File: src/rtl/alu_pkg.sv
// Shared ALU definitions: mode codes, flag bit positions, sequencer states
// and the status-register merge rule.
package alu_pkg;

   localparam logic [3:0] ADD  = 4'h0;
   localparam logic [3:0] SUB  = 4'h1;
   localparam logic [3:0] BUF1 = 4'h2;
   localparam logic [3:0] BUF2 = 4'h3;
   localparam logic [3:0] AND  = 4'h4;
   localparam logic [3:0] OR   = 4'h5;
   localparam logic [3:0] XOR  = 4'h6;
   localparam logic [3:0] RSUB = 4'h7;
   localparam logic [3:0] INC  = 4'h8;
   localparam logic [3:0] DEC  = 4'h9;
   localparam logic [3:0] ROL  = 4'hA;
   localparam logic [3:0] ROR  = 4'hB;
   localparam logic [3:0] SHL  = 4'hC;
   localparam logic [3:0] SHR  = 4'hD;
   localparam logic [3:0] ASR  = 4'hE;
   localparam logic [3:0] NEG  = 4'hF;

   localparam int FLAG_Z = 3;
   localparam int FLAG_C = 2;
   localparam int FLAG_S = 1;
   localparam int FLAG_O = 0;

   typedef enum logic [1:0] {
      IDLE,
      FETCH,
      EXEC,
      WB
   } state_t;

   function automatic logic is_arith(input logic [3:0] mode);
      return (mode == ADD) || (mode == SUB) || (mode == RSUB) ||
             (mode == INC) || (mode == DEC) || (mode == NEG);
   endfunction

   // C and O from the ALU are meaningless for non-arithmetic modes
   function automatic logic [3:0] sr_merge(
      input logic [3:0] old_sr,
      input logic [3:0] alu_sr,
      input logic [3:0] mode
   );
      logic [3:0] r;
      r = old_sr;
      r[FLAG_Z] = alu_sr[FLAG_Z];
      r[FLAG_S] = alu_sr[FLAG_S];
      if (is_arith(mode)) begin
         r[FLAG_C] = alu_sr[FLAG_C];
         r[FLAG_O] = alu_sr[FLAG_O];
      end
      return r;
   endfunction

endpackage

File: src/rtl/alu_exec_ctrl.sv
// Execution-stage sequencer for the 8-bit ALU: operand fetch, ALU drive,
// result/flag capture and write-back to accumulator or data memory.
module alu_exec_ctrl
   import alu_pkg::*;
#(
   parameter int ADDR_W   = 8,
   parameter int DMEM_LAT = 1
) (
   input  logic              clk,
   input  logic              rst,
   input  logic              cmd_valid,
   output logic              cmd_ready,
   input  logic [3:0]        cmd_mode,
   input  logic              cmd_op1_imm,
   input  logic [7:0]        cmd_imm,
   input  logic [ADDR_W-1:0] cmd_addr,
   input  logic              cmd_dst_mem,
   input  logic              cmd_flags_we,
   output logic              dmem_re,
   output logic              dmem_we,
   output logic [ADDR_W-1:0] dmem_addr,
   input  logic [7:0]        dmem_rdata,
   output logic [7:0]        dmem_di,
   output logic              alu_e,
   output logic [3:0]        alu_mode,
   output logic [7:0]        alu_op1,
   output logic [7:0]        alu_op2,
   output logic [3:0]        alu_cflags,
   input  logic [3:0]        alu_flags,
   input  logic [7:0]        alu_out,
   output logic [7:0]        acc,
   output logic [3:0]        sr,
   output logic              done
);

   if (DMEM_LAT != 1) begin : g_lat_chk
      $error("alu_exec_ctrl supports only DMEM_LAT == 1");
   end

   state_t state_q, state_d;

   logic [3:0]        mode_q;
   logic [7:0]        op1_q;
   logic [7:0]        op2_q;
   logic [ADDR_W-1:0] addr_q;
   logic              dst_q;
   logic              fwe_q;
   logic [7:0]        res_q;
   logic [3:0]        flg_q;
   logic [7:0]        acc_q;
   logic [3:0]        sr_q;

   always_ff @(posedge clk or posedge rst) begin
      if (rst) state_q <= IDLE;
      else     state_q <= state_d;
   end

   always_comb begin
      state_d   = state_q;
      cmd_ready = 1'b0;
      dmem_re   = 1'b0;
      dmem_we   = 1'b0;
      alu_e     = 1'b0;
      done      = 1'b0;
      unique case (state_q)
         IDLE: begin
            cmd_ready = 1'b1;
            if (cmd_valid) state_d = FETCH;
         end
         FETCH: begin
            dmem_re = 1'b1;
            state_d = EXEC;
         end
         EXEC: begin
            alu_e   = 1'b1;
            state_d = WB;
         end
         WB: begin
            done    = 1'b1;
            dmem_we = dst_q;
            state_d = IDLE;
         end
         default: state_d = IDLE;
      endcase
   end

   // Operand1 is frozen at acceptance so a later acc write cannot leak in
   always_ff @(posedge clk or posedge rst) begin
      if (rst) begin
         mode_q <= '0;
         op1_q  <= '0;
         op2_q  <= '0;
         addr_q <= '0;
         dst_q  <= 1'b0;
         fwe_q  <= 1'b0;
         res_q  <= '0;
         flg_q  <= '0;
         acc_q  <= '0;
         sr_q   <= '0;
      end else begin
         unique case (state_q)
            IDLE: begin
               if (cmd_valid) begin
                  mode_q <= cmd_mode;
                  op1_q  <= cmd_op1_imm ? cmd_imm : acc_q;
                  addr_q <= cmd_addr;
                  dst_q  <= cmd_dst_mem;
                  fwe_q  <= cmd_flags_we;
               end
            end
            EXEC: begin
               op2_q <= dmem_rdata;
               res_q <= alu_out;
               flg_q <= alu_flags;
            end
            WB: begin
               if (!dst_q) acc_q <= res_q;
               if (fwe_q)  sr_q  <= sr_merge(sr_q, flg_q, mode_q);
            end
            default: ;
         endcase
      end
   end

   assign dmem_addr  = addr_q;
   assign dmem_di    = res_q;
   assign alu_mode   = mode_q;
   assign alu_op1    = op1_q;
   assign alu_op2    = alu_e ? dmem_rdata : op2_q;
   assign alu_cflags = sr_q;
   assign acc        = acc_q;
   assign sr         = sr_q;

endmodule

File: config.mk
export PLATFORM = sky130hd
export DESIGN_NAME = alu_exec_ctrl
export DESIGN_NICKNAME = d
export VERILOG_FILES = /design/src/rtl/alu_pkg.sv /design/src/rtl/alu_exec_ctrl.sv
export SDC_FILE = /design/constraint.sdc
export NUM_CORES = 1
export LEC_CHECK = 0
export CAP_MARGIN = 25
export CORE_MARGIN = 1
export CORE_UTILIZATION = 42
export CTS_BUF_LIST = sky130_fd_sc_hd__clkbuf_16
export CTS_CLUSTER_SIZE = 12
export DETAILED_ROUTE_END_ITERATION = 7
export HOLD_SLACK_MARGIN = 0.06
export MAX_ROUTING_LAYER = met4
export PLACE_DENSITY = 0.79
export RECOVER_POWER = 50
export SYNTH_ARGS = -nofsm -noshare
export SYNTH_HDL_FRONTEND = slang
export SYNTH_SLANG_ARGS = --single-unit
File: constraint.sdc
create_clock -name clk -period 1.8 [get_ports clk]
set_input_delay 0.27 -clock clk [delete_from_list [all_inputs] [get_ports clk]]
set_output_delay 0.27 -clock clk [all_outputs]
set_load 0.02 [all_outputs]
==> flow_metrics.env <==
export IMPL_regArea_sq_um=1400
export IMPL_r2r_end="dmem_addr[0]"
export IMPL_synth_top_cell_area_share_pct=58.0
export IMPL_fin_skew_ns=0.00799
export IMPL_p_per_area_nw_per_um2=1990
export IMPL_tightest_slew_ns=0.763
export IMPL_clk_latency_ns=0.29
export IMPL_dpl_worst_slack_ns=-0.170
export IMPL_worstRegToRegCells=7
export IMPL_rrSetupSlack_ns=0.13
export IMPL_drive_gt1_share_pct=28.3
export IMPL_ant_nets=0
export IMPL_outcome="finished clean"
export IMPL_setup_viol=0
export IMPL_final_common_cell="clkdlybuf4s50_1"
export IMPL_route_detailed_drc=0
export IMPL_syn_instance_count=166
export IMPL_drv_cap=0
export IMPL_seq_area_frac_synth_pct=58.0
export IMPL_drt_iter0_drc=37
export IMPL_rsz0062_at_grt="yes"
export IMPL_final_cell_mix="clkdlybuf4s50_1, dfrtp_1, mux2_4, mux2_2, nand2_1"
export IMPL_vias=1669
export IMPL_grt_ovfl_total=0
export IMPL_synthToLayoutAreaGrowth_pct=54.7
export IMPL_hpwl_microns=3820
export IMPL_cp_buffers_inverters=3
export IMPL_gp_congestion=0.760
export IMPL_critical_path_startpoint_type="register"
export IMPL_max_slew_margin_rel_pct=49.2
export IMPL_clk_pin_slew_worst_paths_ns=0.07
export IMPL_fp_dieH_microns=77.8
export IMPL_place_area_sq_um=3530
export IMPL_initial_utilization_pct=43.6
export IMPL_critical_path_class="reg -> out"
export IMPL_path_delay_family="flip-flops"
export IMPL_pin_count=103
export IMPL_critical_path_arrival_ns=1.51
export IMPL_final_cell_count_no_fill=351
export IMPL_endpoint_kind="output port"
export IMPL_drt_pre_antenna_iters=4
export IMPL_hp_start="alu_op1[2]"
export IMPL_yosys_warnings=0
export IMPL_final_area_sq_um=3740
export IMPL_required_ns=1.53
export IMPL_crit_slowest_cell="dfrtp_1"
export IMPL_path_max_fanout=7
export IMPL_fmax_mhz=561
export IMPL_grt_max_degree=31
export IMPL_slew_viol_final=0
export IMPL_setup_ws_ns=0.0190
export IMPL_cp_cell_sequence="inv_2 > ha_4 > buf_8 > mux2_4 > buf_6"
export IMPL_cpPeakStageDelay_ns=0.39
export IMPL_hold_end="alu_op1[2]"
export IMPL_nFillCells=425
export IMPL_cts_max_path_buffers=2
export IMPL_rr_startpoint="state_q[1]"
export IMPL_place_port_buffers=102
export IMPL_syn_cell_area_sq_um=2420
export IMPL_cts_root_buf="clkbuf_16"
export IMPL_synth_area_top_cells="dfrtp_1, mux2_4, mux2_2"
export IMPL_diodes=0
export IMPL_vias_per_cell=4.75
export IMPL_ys_ff_latch=56
export IMPL_wire_per_inst_microns=14.8
export IMPL_placedCellCount=341
export IMPL_wl_microns=5180
export IMPL_clock_sinks=56
export IMPL_total_power_uw=7450
export IMPL_grt_pass1_vias=1716
export IMPL_min_period_ns=1.78
export IMPL_htreeDepth=2
export IMPL_num_nets_final=328
export IMPL_die_area_sq_um=6060
export IMPL_yosysTopAreaCell="dfrtp_1"
export IMPL_numCtsBuffers=5
export IMPL_grt_pass1_wl_microns=8310
export IMPL_track_usage_pct=18.1
export IMPL_multi_input_area_sq_um=956
export IMPL_cts_tree="yes"
export IMPL_core_sq_um=5540
export IMPL_p_leak_uw=0.00170
export IMPL_peakVddDrop_uv=1130
export IMPL_rows=27
export IMPL_whs_path_depth=2
export IMPL_cts_hold_fix_buffers=0
export IMPL_hp_class="reg -> reg"
export IMPL_synth_avg_cell_area_sq_um=14.6
export IMPL_min_period_over_period_pct=98.9
export IMPL_die_w_microns=77.8
export IMPL_antenna_found_initial=0
export IMPL_synth_cell_types=24
export IMPL_finalHoldViolations=0
export IMPL_synth_nets=216
==> report_power, final <==
part,total (uW),internal [uW],leakage [uW],switching [uW]
combinational,4170,2340,0.000962,1830
sequential,2370,1910,0.000663,465
clock,909,506,0.0000710,403
total,7450,4750,0.00170,2690
==> flip-flops by register name (all words and copies together) (netlist names) <==
register,flops
dmem_di,8
alu_mode,4
acc,8
flg_q,4
dmem_addr,8
alu_op1,8
op2_q,8
state_q,2
fwe_q,1
alu_cflags,4
dst_q,1
==> area by class of cell <==
class	instances	share of cell area, %
inverter	4	0.402
clock inverter	3	0.368
sequential	56	37.5
tap	72	2.41
multi-input combinational	95	25.6
timing repair buffer	116	30.4
clock buffer	5	3.35
==> repair_timing <==
action                     in CTS  in global routing
gates resized for setup        45                 25
setup endpoints to repair      13                 10
pin swaps                       1                  0
buffers inserted                0                  2
==> worst max-delay path by stage <==
| stage | startpoint | to | slack (ns) | depth (start not counted) |
|---|---|---|---|---|
| 6_report | state_q[0] | alu_op2[4] | 0.02 | 5 |
| 4_1_cts | state_q[0] | alu_op2[6] | -0.02 | 5 |
| 5_1_grt | state_q[0] | alu_op2[4] | -0.02 | 5 |
| 2_1_floorplan | state_q[0] | alu_op2[0] | 0.08 | 4 |
| 3_5_place_dp | state_q[0] | alu_op2[6] | -0.17 | 5 |
| 3_3_place_gp | state_q[0] | alu_op2[1] | -0.13 | 5 |
==> synth_stat cells (all sizes together) <==
| library cell | number |
|---|---|
| nand3 | 2 |
| mux2 | 44 |
| and2 | 1 |
| mux2i | 8 |
| nor2b | 2 |
| o21ai | 9 |
| buf | 10 |
| a21oi | 1 |
| nor2 | 3 |
| inv | 4 |
| clkbuf | 1 |
| nand2 | 13 |
| a31oi | 2 |
| ha | 4 |
| a21boi | 2 |
| dfrtp | 56 |
| and3 | 1 |
| o2111ai | 2 |
| o31ai | 1 |
==> worst min-delay path, cell delays in order (launching register included) <==
cell,delay (ns)
dfrtp_1,0.34
nand2_1,0.04
o21ai_0,0.06
==> metal layers <==
| layer | share of wire (%) | global-route usage [%] | wire [microns] |
|---|---|---|---|
| met2 | 49 | 30.4 | 2550 |
| met3 | 7.1 | 4.82 | 366 |
| met4 | 0.77 | 4.53 | 40 |
| met5 | 0 | - | 0 |
| met1 | 43 | 21.6 | 2230 |
==> logic make-up after synthesis <==
family / share of synthesized area [%]
DFF: 58.0
muxes: 27.2
and+or+nand+nor: 4.40
AOI/OAI and AO/OA: 4.25
buffers and inverters: 4.04
adders and majority gates: 2.07
==> per-stage QoR <==
step,hold WS (ns),TNS (ns),util [%]
after detailed placement,0.472,-1.28,63.8
after floorplan,0.356,0,-
final,0.481,0,67.5
after global routing,0.521,-0.0866,67.5
after CTS,0.361,-0.109,66.0
after global placement,0.461,-1.01,63.8
Power figures use the tool's default switching activity.
